[src/rtl/lcd_init_seq.sv]
// ST7789V power-on sequencer: panel reset, SLPOUT, configuration table, address
// window and full-screen fill, streamed item by item to an SPI writer.
module lcd_init_seq #(
  parameter int unsigned H_RES      = 240,
  parameter int unsigned V_RES      = 320,
  parameter int unsigned T_RST_LOW  = 5_000_000,
  parameter int unsigned T_RST_HIGH = 2_500_000,
  parameter int unsigned T_SLPOUT   = 6_000_000,
  parameter logic [7:0]  MADCTL     = 8'h60,
  parameter logic [15:0] BOOT_COLOR = 16'hFFFF
) (
  input  logic        sys_clk_50MHz,
  input  logic        sys_rst,
  input  logic        wr_done,
  input  logic        reinit,
  input  logic        fill_req,
  input  logic [15:0] fill_color,
  output logic        lcd_rst,
  output logic [8:0]  init_data,
  output logic        en_write,
  output logic        init_done,
  output logic        busy
);

  localparam logic [7:0] S_RST_LOW  = 8'b0000_0001;
  localparam logic [7:0] S_RST_HIGH = 8'b0000_0010;
  localparam logic [7:0] S_SLPOUT   = 8'b0000_0100;
  localparam logic [7:0] S_SLP_WAIT = 8'b0000_1000;
  localparam logic [7:0] S_CFG      = 8'b0001_0000;
  localparam logic [7:0] S_WIN      = 8'b0010_0000;
  localparam logic [7:0] S_FILL     = 8'b0100_0000;
  localparam logic [7:0] S_DONE     = 8'b1000_0000;

  localparam int unsigned CFG_LEN  = 59;
  localparam int unsigned WIN_LEN  = 11;
  localparam int unsigned FILL_LEN = 2 * H_RES * V_RES;
  localparam int unsigned IDX_MAX  = (FILL_LEN > CFG_LEN) ? FILL_LEN : CFG_LEN;
  localparam int unsigned IDX_W    = $clog2(IDX_MAX + 1);
  localparam int unsigned T_MAX_A  = (T_RST_LOW > T_RST_HIGH) ? T_RST_LOW : T_RST_HIGH;
  localparam int unsigned T_MAX    = (T_MAX_A > T_SLPOUT) ? T_MAX_A : T_SLPOUT;
  localparam int unsigned DLY_W    = $clog2(T_MAX + 1);

  localparam logic [15:0] H_LAST = 16'(H_RES - 1);
  localparam logic [15:0] V_LAST = 16'(V_RES - 1);

  // Porch, power and gamma settings ending with INVON / DISPON
  localparam logic [8:0] CFG_ROM [CFG_LEN] = '{
    9'h036, {1'b1, MADCTL}, 9'h03A, 9'h105,
    9'h0B2, 9'h10C, 9'h10C, 9'h100, 9'h133, 9'h133,
    9'h0B7, 9'h135, 9'h0BB, 9'h119, 9'h0C0, 9'h12C, 9'h0C2, 9'h101,
    9'h0C3, 9'h112, 9'h0C4, 9'h120, 9'h0C6, 9'h10F, 9'h0D0, 9'h1A4, 9'h1A1,
    9'h0E0, 9'h1D0, 9'h104, 9'h10D, 9'h111, 9'h113, 9'h12B, 9'h13F,
    9'h154, 9'h14C, 9'h118, 9'h10D, 9'h10B, 9'h11F, 9'h123,
    9'h0E1, 9'h1D0, 9'h104, 9'h10C, 9'h111, 9'h113, 9'h12C, 9'h13F,
    9'h144, 9'h151, 9'h12F, 9'h11F, 9'h11F, 9'h120, 9'h123,
    9'h021, 9'h029
  };

  localparam logic [8:0] WIN_ROM [WIN_LEN] = '{
    9'h02A, 9'h100, 9'h100, {1'b1, H_LAST[15:8]}, {1'b1, H_LAST[7:0]},
    9'h02B, 9'h100, 9'h100, {1'b1, V_LAST[15:8]}, {1'b1, V_LAST[7:0]},
    9'h02C
  };

  logic [7:0]       state;
  logic [DLY_W-1:0] dly_cnt;
  logic [IDX_W-1:0] idx;
  logic [15:0]      color;

  always_ff @(posedge sys_clk_50MHz or posedge sys_rst) begin
    if (sys_rst) begin
      state   <= S_RST_LOW;
      lcd_rst <= 1'b0;
      dly_cnt <= '0;
      idx     <= '0;
      color   <= BOOT_COLOR;
    end else if (reinit) begin
      state   <= S_RST_LOW;
      lcd_rst <= 1'b0;
      dly_cnt <= '0;
      idx     <= '0;
      color   <= BOOT_COLOR;
    end else begin
      case (state)
        S_RST_LOW:
          if (dly_cnt == DLY_W'(T_RST_LOW - 1)) begin
            state   <= S_RST_HIGH;
            lcd_rst <= 1'b1;
            dly_cnt <= '0;
          end else dly_cnt <= dly_cnt + 1'b1;
        S_RST_HIGH:
          if (dly_cnt == DLY_W'(T_RST_HIGH - 1)) begin
            state   <= S_SLPOUT;
            dly_cnt <= '0;
          end else dly_cnt <= dly_cnt + 1'b1;
        S_SLPOUT:
          if (wr_done) state <= S_SLP_WAIT;
        S_SLP_WAIT:
          if (dly_cnt == DLY_W'(T_SLPOUT - 1)) begin
            state   <= S_CFG;
            dly_cnt <= '0;
            idx     <= '0;
          end else dly_cnt <= dly_cnt + 1'b1;
        S_CFG:
          if (wr_done) begin
            if (idx == IDX_W'(CFG_LEN - 1)) begin
              state <= S_WIN;
              idx   <= '0;
            end else idx <= idx + 1'b1;
          end
        S_WIN:
          if (wr_done) begin
            if (idx == IDX_W'(WIN_LEN - 1)) begin
              state <= S_FILL;
              idx   <= '0;
            end else idx <= idx + 1'b1;
          end
        S_FILL:
          if (wr_done) begin
            if (idx == IDX_W'(FILL_LEN - 1)) begin
              state <= S_DONE;
              idx   <= '0;
            end else idx <= idx + 1'b1;
          end
        S_DONE:
          if (fill_req) begin
            color <= fill_color;
            state <= S_WIN;
            idx   <= '0;
          end
        default: begin
          state   <= S_RST_LOW;
          lcd_rst <= 1'b0;
          dly_cnt <= '0;
          idx     <= '0;
        end
      endcase
    end
  end

  always_comb begin
    init_data = 9'h000;
    case (state)
      S_SLPOUT: init_data = 9'h011;
      S_CFG:    init_data = CFG_ROM[idx[5:0]];
      S_WIN:    init_data = WIN_ROM[idx[3:0]];
      S_FILL:   init_data = idx[0] ? {1'b1, color[7:0]} : {1'b1, color[15:8]};
      default:  init_data = 9'h000;
    endcase
    en_write  = |(state & (S_SLPOUT | S_CFG | S_WIN | S_FILL));
    init_done = (state == S_DONE);
    busy      = (state != S_DONE);
  end

endmodule
[config.mk]
export PLATFORM = sky130hd
export DESIGN_NAME = lcd_init_seq
export DESIGN_NICKNAME = d
export VERILOG_FILES = /design/src/rtl/lcd_init_seq.sv
export SDC_FILE = /design/constraint.sdc
export NUM_CORES = 1
export LEC_CHECK = 0
export ABC_AREA = 1
export BUFFER_PORTS_ARGS = -buffer_cell sky130_fd_sc_hd__buf_2
export CAP_MARGIN = 20
export CORE_MARGIN = 2
export CORE_UTILIZATION = 65
export DETAILED_ROUTE_END_ITERATION = 6
export PLACE_DENSITY = 0.84
export SYNTH_ARGS = -nofsm -noshare
export SYNTH_HDL_FRONTEND = slang
export SYNTH_SLANG_ARGS = --single-unit
[constraint.sdc]
create_clock -name sys_clk_50MHz -period 5.2 [get_ports sys_clk_50MHz]
set_clock_uncertainty 0.2 [all_clocks]
set_input_delay 0 -clock sys_clk_50MHz [delete_from_list [all_inputs] [get_ports sys_clk_50MHz]]
set_output_delay 0 -clock sys_clk_50MHz [all_outputs]
set_load 0.01 [all_outputs]
==> flow_summary.yaml, run 1 <==
floorplanning:
  die_x_um: 96.4
  coreArea_mm2: 0.00826
  io_pins: 34
  start_util: 0.673
  row_count: 33
  die_h_um: 96.4
  die-area_mm2: 0.00930
sta:
  timing.final.ws_setup_ns: 1.74
  max_freq_mhz: 289
  drv_slew: 0
  timing.final.crit_share: 0.666
  final-setup-viol-count: 0
  tns_ns: 0
  slew_headroom: 0.418
  finalHoldViolations: 0
  fin_crit_ns: 3.46
  grt_setup_unrepaired: "false"
  worst_pin_slew_ns: 0.873
global_routing:
  grt_start_max_net_pins: 67
  grt_pass1_vias: 5946
  grt_overflow_total: 0
  grt_pass1_wl_um: 29000
  antenna_found_initial: 1
  grt_usage: 0.404
final_layout:
  layout_common_cells: "195 x nand2_1, 112 x nand3_1, 99 x nor2_1"
  drive_gt1_frac: 0.112
  syn2layout_area_growth_pct: 10.6
  final_common_cell: "nand2_1"
  nNetsFinal: 925
critical_path:
  cp_top_family: "buffers and inverters"
  startpoint_type: "flop"
  cpMostUsedCell: "o21ai_0"
  max_stage_delay_ns: 0.69
  arrival_ns: 3.26
  worstSetupEndpointType: "output port"
  crit_buf_inv: 3
  crit_type: "reg2out"
  slowest_stage: "dfrtp_1"
  rrSetupSlack_ns: 2.04
  path_max_fanout: 20
  crit_required_ns: 5.00
  crit_path_cell_trace: "clkinv_1 -> ha_1 -> inv_1 -> nand2_1 -> o21ai_0 -> o22ai_1 -> o21ai_0 -> nor2_1 -> o21ai_0 -> nand3_1 -> buf_2"
route:
  post_drt_wl_per_cell_um: 18.0
  drtIter0Drc: 645
  drc_errors: 0
  vias: 6424
  firstDrtPassIters: 6
  routed_via_density: 6.40
  final_antenna_net_count: 0
  totalWireLength_um: 18100
power_and_ir_drop:
  power.total_mw: 1.38
  swShare: 0.340
  clock_power_share: 0.364
  power.share.combinational: 0.216
  power.switching_mw: 0.470
  power_frac_seq: 0.420
  ir_drop_v: 0.000192
  power.internal_mw: 0.912
  p_per_area_mw_per_mm2: 225
  leakage_nw: 2.74
clocking:
  clockBufferDepth: 2
  insertion_delay_ns: 0.36
  cts_setup_buffers: 0
  cts_buffers: 9
  htree_levels: 3
  cts_tree: "yes"
  cts_sinks: 66
  clkTransAtPathRegs_ns: 0.08
  ctsRootBufferMaster: "clkbuf_8"
run:
  maxCapViolCount: 0
synthesis:
  yosys_warnings: 0
  synth-edff-count: 0
  syn-num-nets: 893
  ys_ff_latch: 66
  synthFlopType: "dfrtp_1"
  yosysUniqueCellTypes: 40
  synthArstFlopShare: 1.00
  syn_area_mm2: 0.00555
  syn_inst: 861
  yosysSeqAreaShare: 0.301
  postSynthAreaPerCell_um2: 6.45
placement:
  gp_congestion: 1.04
  hpwl_um: 12000
  portBuffers: 33
  dp_slack_ns: 2.18
min_path:
  hp-class: "in2reg"
status:
  run_status: "finished, final reports clean"
## cells in the mapped netlist (15+ instances only)
cell type	count	area, um^2
nor2_1	99	372
nand4_1	36	225
o21ai_0	71	355
dfstp_2	17	447
a21oi_1	18	90.1
xor2_1	21	184
nand3_1	112	561
inv_1	85	319
clkbuf_1	15	56.3
buf_2	15	75.1
nand2_1	195	732
dfrtp_1	49	1230
## per-stage QoR
| stage | hold slack (ns) | utilization | cell area, um^2 | std cells |
|---|---|---|---|---|
| after floorplan | -0.0580 | - | 5550 | 861 |
| after global placement | 0.0238 | 0.685 | 5660 | 961 |
| after detailed placement | 0.0326 | 0.685 | 5660 | 961 |
| after CTS | 0.110 | 0.742 | 6130 | 1002 |
| after global routing | 0.156 | 0.744 | 6140 | 1004 |
| final | 0.131 | 0.744 | 6140 | 1004 |
## final cells by class
type | instances | area [um^2]
inverters | 96 | 360
multi-input cells | 659 | 3310
fillers | 692 | 2110
flip-flops and latches | 66 | 1670
clock buffers | 10 | 128
well taps | 105 | 131
diodes | 1 | 2.50
repair buffers | 61 | 445
clock inverters | 6 | 90.1
## worst reg2reg max path, cell delays in order (launching register included)
cell	delay, ns
dfrtp_1	0.69
clkinv_1	0.63
ha_1	0.52
nand3_1	0.16
nor2_1	0.09
nand3_1	0.09
nand2_1	0.05
nand3_1	0.12
nand2_2	0.15
inv_1	0.11
nand2_1	0.09
o21ai_1	0.18
## routing by layer
layer  track usage  wire length [um]
met1         0.514              6830
met2         0.660              8500
met3        0.0690              1720
met4         0.215              1010
met5             0                 0
## timing repair
action	in CTS	in global routing
resized for setup	0	0
hold endpoints to repair	67	0
hold buffers	25	0
## flip-flops by register name (all words and copies together) (netlist names)
register / flops
state: 8
color: 16
dly_cnt: 23
idx: 18
lcd_rst: 1
## cell families after synthesis
| logic type | after synthesis | synth area share |
|---|---|---|
| DFF | 66 | 0.301 |
| buffers and inverters | 136 | 0.103 |
| and+or+nand+nor | 483 | 0.393 |
| adders and majority gates | 11 | 0.0248 |
| AOI/OAI and AO/OA | 142 | 0.142 |
| xor gates and xnor gates | 23 | 0.0363 |
## power groups by stage
stage          combinational (mW)  sequential, mW  clock, mW
6_report                    0.299           0.580      0.502
5_1_grt                     0.321           0.584      0.522
4_1_cts                     0.285           0.579      0.494
3_5_place_dp                0.266           0.588          0
3_3_place_gp                0.258           0.586          0
2_1_floorplan               0.201           0.584          0
## worst paths after layout
path / from / end / cells after the start
worst max-delay path: idx[0] / init_data[3] / 11
worst min-delay path: wr_done / state[7] / 7
worst max register to register: idx[0] / idx[0] / 11
worst min register to register: lcd_rst / lcd_rst / 2
max in group asynchronous: sys_rst / idx[1] / 4
min in group asynchronous: sys_rst / dly_cnt[10] / 4
Power figures use the tool's default switching activity.
==> inputs of run 2 (changes only) <==
Settings changed: CORE_UTILIZATION 65 to 62, PLACE_DENSITY 0.84 to 0.81.
Clock period 5.2 ns to 3.2 ns, I/O delays scaled along.
==> flow_summary.yaml, run 2 (synthesis results as in run 1) <==
sta:
  finalHoldViolations: 0
  slew_headroom: 0.542
  max_freq_mhz: 348
  timing.final.crit_share: 0.898
  final-setup-viol-count: 0
  worst_pin_slew_ns: 0.686
  grt_setup_unrepaired: "false"
  tns_ns: 0
  drv_slew: 0
  fin_crit_ns: 2.87
placement:
  hpwl_um: 12300
  dpl.cell_count: 972
  gp_congestion: 1.06
  portBuffers: 33
  place_area_mm2: 0.00572
final_layout:
  layout_common_cells: "195 x nand2_1, 112 x nand3_1, 99 x nor2_1"
  top_register: "dly_cnt"
  design_area_mm2: 0.00619
  fillCellCount: 763
  final_common_cell: "nand2_1"
  finalNonFillerCells: 1011
  final_util: 0.710
  largest_register_ffs: 23
  diodes: 0
  drive_gt1_frac: 0.121
  syn2layout_area_growth_pct: 11.4
  reg_top3: "dly_cnt x23, idx x18, color x16"
  nNetsFinal: 930
clocking:
  htree_levels: 3
  clockBufferDepth: 2
  ctsRootBufferMaster: "clkbuf_8"
  insertion_delay_ns: 0.35
  cts_tree: "yes"
  cts_sinks: 66
  clkTransAtPathRegs_ns: 0.09
  cts_buffers: 9
route:
  firstDrtPassIters: 5
  routed_via_density: 6.30
  vias: 6374
  drtIter0Drc: 608
  drc_errors: 0
  post_drt_wl_per_cell_um: 17.1
  final_antenna_net_count: 0
  totalWireLength_um: 17300
power_and_ir_drop:
  p_per_area_mw_per_mm2: 359
  leakage_nw: 2.78
  power.total_mw: 2.22
  ir_drop_v: 0.000257
floorplanning:
  row_count: 34
  start_util: 0.637
  die-area_mm2: 0.00973
  coreArea_mm2: 0.00872
  io_pins: 34
  die_x_um: 98.6
  die_h_um: 98.6
global_routing:
  grt_overflow_total: 0
  grt_pass1_vias: 6104
  antenna_found_initial: 0
  grt_pass1_wl_um: 28800
  grt_usage: 0.363
  grt_start_max_net_pins: 33
run:
  maxCapViolCount: 0
critical_path:
  startpoint_type: "flop"
  crit_type: "reg2out"
  worstRegToRegCells: 12
  worstSetupEndpointType: "output port"
  path_max_fanout: 11
  crit_required_ns: 3.00
  arrival_ns: 2.67
min_path:
  hp-class: "in2reg"
  min_path_cells: 7
status:
  run_status: "finished, final reports clean"
[run 2: cell count changes in the layout (fill, tap and decap cells not counted)]
cell	delta
buf_4	+8
clkbuf_16	+2
dlygate4sd3_1	-2
inv_6	+2
buf_8	-1
bufinv_16	-1
clkbuf_1	-1
clkinv_2	-1
clkinv_4	-1
diode_2	-1
[run 2: final timing paths]
path / from / to / slack, ns
max: idx[1] / init_data[3] / 0.33
min: wr_done / state[7] / 0.08
max reg2reg: idx[1] / state[4] / 0.56
min reg2reg: color[3] / color[3] / 0.30
max in group asynchronous: sys_rst / color[7] / 1.48
min in group asynchronous: sys_rst / dly_cnt[6] / 0.55
[run 2: routing by layer]
metal,vias up,track usage,share of wire
met3,100,0.0872,0.093
met4,0,0.179,0.049
li1,2944,-,-
met1,2922,0.453,0.39
met2,408,0.592,0.47
met5,-,0,0
[run 2: through the flow]
stage	hold slack, ns	setup WS (ns)
floorplan	-0.0580	0.862
global placement	-0.206	0.664
detailed placement	-0.199	0.608
CTS	0.0728	0.426
global route	0.157	0.142
finish	0.0791	0.325
[run 2: worst max-delay path, stage by stage (launching register included)]
cell and delay (ns):
dfrtp_1 0.59, inv_1 0.22, ha_1 0.40, inv_1 0.14, nand2_1 0.10, o21ai_0 0.09, o22ai_1 0.09, o21ai_0 0.17
nor2_1 0.06, o21ai_0 0.23, nand3_1 0.09, buf_2 0.15
[run 2: area by class of cell]
type | instances | area [um^2] | share of cell area
clock inverters | 5 | 63.8 | 0.0103
flip-flops and latches | 66 | 1670 | 0.270
inverters | 96 | 360 | 0.0582
repair buffers | 66 | 470 | 0.0760
clock buffers | 11 | 174 | 0.0281
multi-input cells | 659 | 3310 | 0.535
well taps | 108 | 135 | 0.0218
[run 2: repair_timing]
action | 4_1_cts | 5_1_grt
hold buffers | 23 | 0
resized for setup | 0 | 0
hold endpoints to repair | 68 | 0
setup buffers | 0 | 0
[run 2: where the power goes]
| part | switching, mW | total [mW] | internal (mW) |
|---|---|---|---|
| Sequential | 0.0386 | 0.945 | 0.906 |
| Clock | 0.362 | 0.825 | 0.463 |
| Combinational | 0.323 | 0.454 | 0.132 |
==> inputs of run 3 (changes only) <==
Settings changed: ABC_AREA 1 to 0, CAP_MARGIN 20 to 10, PLACE_DENSITY 0.81 to 0.82.
==> flow_summary.yaml, run 3 <==
final_layout:
  regArea_mm2: 0.00167
  drive_gt1_frac: 0.169
  multi_input_area_mm2: 0.00297
  syn2layout_area_growth_pct: 15.1
  nNetsFinal: 677
  reg_top3: "dly_cnt x23, idx x18, color x16"
  diodes: 0
  fillCellCount: 582
  layout_common_cells: "65 x nand2_1, 64 x o21ai_0, 58 x nor2_1"
  finalNonFillerCells: 752
  top_register: "dly_cnt"
  final_common_cell: "nand2_1"
  design_area_mm2: 0.00562
  largest_register_ffs: 23
synthesis:
  synth-edff-count: 0
  synthArstFlopShare: 1.00
  synth_top_area_frac: 0.251
  syn-num-nets: 630
  yosys_warnings: 0
  synthSimpleGateAreaFrac: 0.249
  postSynthAreaPerCell_um2: 8.16
  syn_area_mm2: 0.00488
  syn_inst: 598
  yosysUniqueCellTypes: 73
  synth_compound_area_frac: 0.250
  synthTopCellsByArea: "dfrtp_1 25%, dfstp_2 9.2%, o21ai_0 6.6%"
  ys_ff_latch: 66
  synth_xor_xnor_area_share: 0.00539
  yosysMostFrequentCell: "nand2_1"
  yosysSeqAreaShare: 0.343
  synth_mux_area_frac: 0.0759
  synth_top_area_cell: "dfrtp_1"
  post_synth_most_frequent_cells: "65 x nand2_1, 64 x o21ai_0, 58 x nor2_1, 49 x dfrtp_1, 33 x a21oi_1"
  yosys.area_share.adder: 0.0282
  synth_top_family_by_area: "compound AO/OA/AOI/OAI gates"
  synthFlopType: "dfrtp_1"
critical_path:
  worstRegToRegCells: 9
  cp_top_family: "simple AND/OR/NAND/NOR gates"
  slowest_stage: "or4b_4"
  rr_endpoint: "state[6]"
  max_stage_delay_ns: 0.48
  arrival_ns: 3.11
  rrSetupSlack_ns: 0.12
  crit_required_ns: 3.23
  crit_buf_inv: 1
  worstSetupEndpointType: "flop"
  r2r-start: "dly_cnt[0]"
  crit_type: "reg2reg"
  crit_path_cell_trace: "ha_1 -> and4_4 -> or4b_4 -> o41a_1 -> nor3_2 -> nor4b_4 -> buf_4 -> nor2_2 -> mux2_4"
  path_max_fanout: 5
  startpoint_type: "flop"
power_and_ir_drop:
  ir_drop_v: 0.000563
  power.internal_mw: 1.64
  leakage_nw: 2.30
  clock_power_share: 0.320
  swShare: 0.346
  power.share.combinational: 0.320
  power_frac_seq: 0.359
  p_per_area_mw_per_mm2: 446
  power.total_mw: 2.51
  power.switching_mw: 0.867
clocking:
  htree_levels: 3
  insertion_delay_ns: 0.35
  clockBufferDepth: 2
  cts_tree: "yes"
  cts_sinks: 66
  clkTransAtPathRegs_ns: 0.08
  cts_buffers: 9
  ctsRootBufferMaster: "clkbuf_8"
floorplanning:
  die_h_um: 92.7
  row_count: 32
  start_util: 0.634
  die-area_mm2: 0.00859
  die_x_um: 92.7
  io_pins: 34
  coreArea_mm2: 0.00769
route:
  drtIter0Drc: 353
  vias: 4987
  totalWireLength_um: 13600
  final_antenna_net_count: 0
  post_drt_wl_per_cell_um: 18.0
  routed_via_density: 6.63
  firstDrtPassIters: 5
  drc_errors: 0
global_routing:
  grt_start_max_net_pins: 43
  grt_overflow_total: 0
  grt_pass1_wl_um: 22700
  grt_usage: 0.329
  grt_pass1_vias: 4778
  antenna_found_initial: 0
placement:
  gp_congestion: 0.899
  portBuffers: 33
  hpwl_um: 8920
  dpl.cell_count: 715
  place_area_mm2: 0.00518
sta:
  fin_crit_ns: 3.08
  slew_headroom: 0.421
  grt_setup_unrepaired: "false"
  drv_slew: 0
  finalHoldViolations: 0
  final-setup-viol-count: 0
  timing.final.crit_share: 0.963
  tns_ns: 0
  hold_slack_ns: 0.172
  worst_pin_slew_ns: 0.867
  max_freq_mhz: 325
min_path:
  hp-class: "in2async"
status:
  run_status: "finished, final reports clean"
run:
  maxCapViolCount: 0
## run 3: changes by cell type in the layout (fill, tap and decap cells not counted), moves of 12 or more
cell	delta
nand4_1	-29
a21oi_1	+16
o211ai_1	-12
nand2_1	-130
buf_4	+16
o21ai_1	-13
nand3_1	-85
a31oi_1	+17
inv_1	-75
mux2i_1	+31
xor2_1	-18
nor2_1	-41
## run 3: repair_timing
action                                 4_1_cts  5_1_grt
resized for setup                            0        1
hold buffers                                20        0
endpoints found under the hold margin       64        0
setup endpoints to repair                    0        3
setup buffers                                0        1
## run 3: worst min-delay path, cell delays in order
cell,delay (ns)
dlygate4sd3_1,0.53
buf_2,0.12
inv_2,0.62
## run 3: logic make-up (layout without fill, tap and decap cells)
kind of cell / Yosys count / after routing
adder cells (fa/ha/maj): 11 / 11
AND/OR/NAND/NOR: 237 / 237
XOR/XNOR: 3 / 3
AO/OA/AOI/OAI: 190 / 190
flip-flops: 66 / 66
multiplexers: 34 / 34
buffers and inverters: 57 / 109
## run 3: layout make-up
cell class | count | area share
clock buffers | 9 | 0.0221
clock inverters | 7 | 0.0183
inverters | 13 | 0.00869
multi-input cells | 475 | 0.529
flip-flops and latches | 66 | 0.298
well taps | 102 | 0.0227
repair buffers | 80 | 0.102
## run 3: per-layer routing
| layer | global-route usage | part of all wire | vias to the layer above | wire, um |
|---|---|---|---|---|
| met5 | 0 | 0 | - | 0 |
| met4 | 0.137 | 0.029 | 0 | 388 |
| met3 | 0.0724 | 0.076 | 50 | 1030 |
| met2 | 0.540 | 0.48 | 249 | 6580 |
| met1 | 0.422 | 0.41 | 2361 | 5570 |
| li1 | - | - | 2327 | - |
## run 3: how the worst max path moves through the flow
stage,startpoint,end,slack (ns),cells past startpoint
CTS,dly_cnt[0],state[5],0.15,9
finish,dly_cnt[0],state[6],0.12,9
floorplan,dly_cnt[0],state[6],0.27,8
global placement,dly_cnt[0],state[5],0.26,9
global route,dly_cnt[0],state[6],0.007,9
detailed placement,dly_cnt[0],state[5],0.17,9
## run 3: power by group through the flow
| stage | logic [mW] | registers [mW] | clock network (mW) |
|---|---|---|---|
| floorplan | 0.544 | 0.899 | 0 |
| global placement | 0.709 | 0.913 | 0 |
| detailed placement | 0.739 | 0.914 | 0 |
| CTS | 0.763 | 0.898 | 0.810 |
| global route | 0.890 | 0.906 | 0.842 |
| finish | 0.803 | 0.901 | 0.802 |
## run 3: metrics by stage
stage	setup WS (ns)	util
2_1_floorplan	0.267	-
3_3_place_gp	0.257	0.674
3_5_place_dp	0.170	0.674
4_1_cts	0.145	0.729
5_1_grt	0.00662	0.730
6_report	0.119	0.730
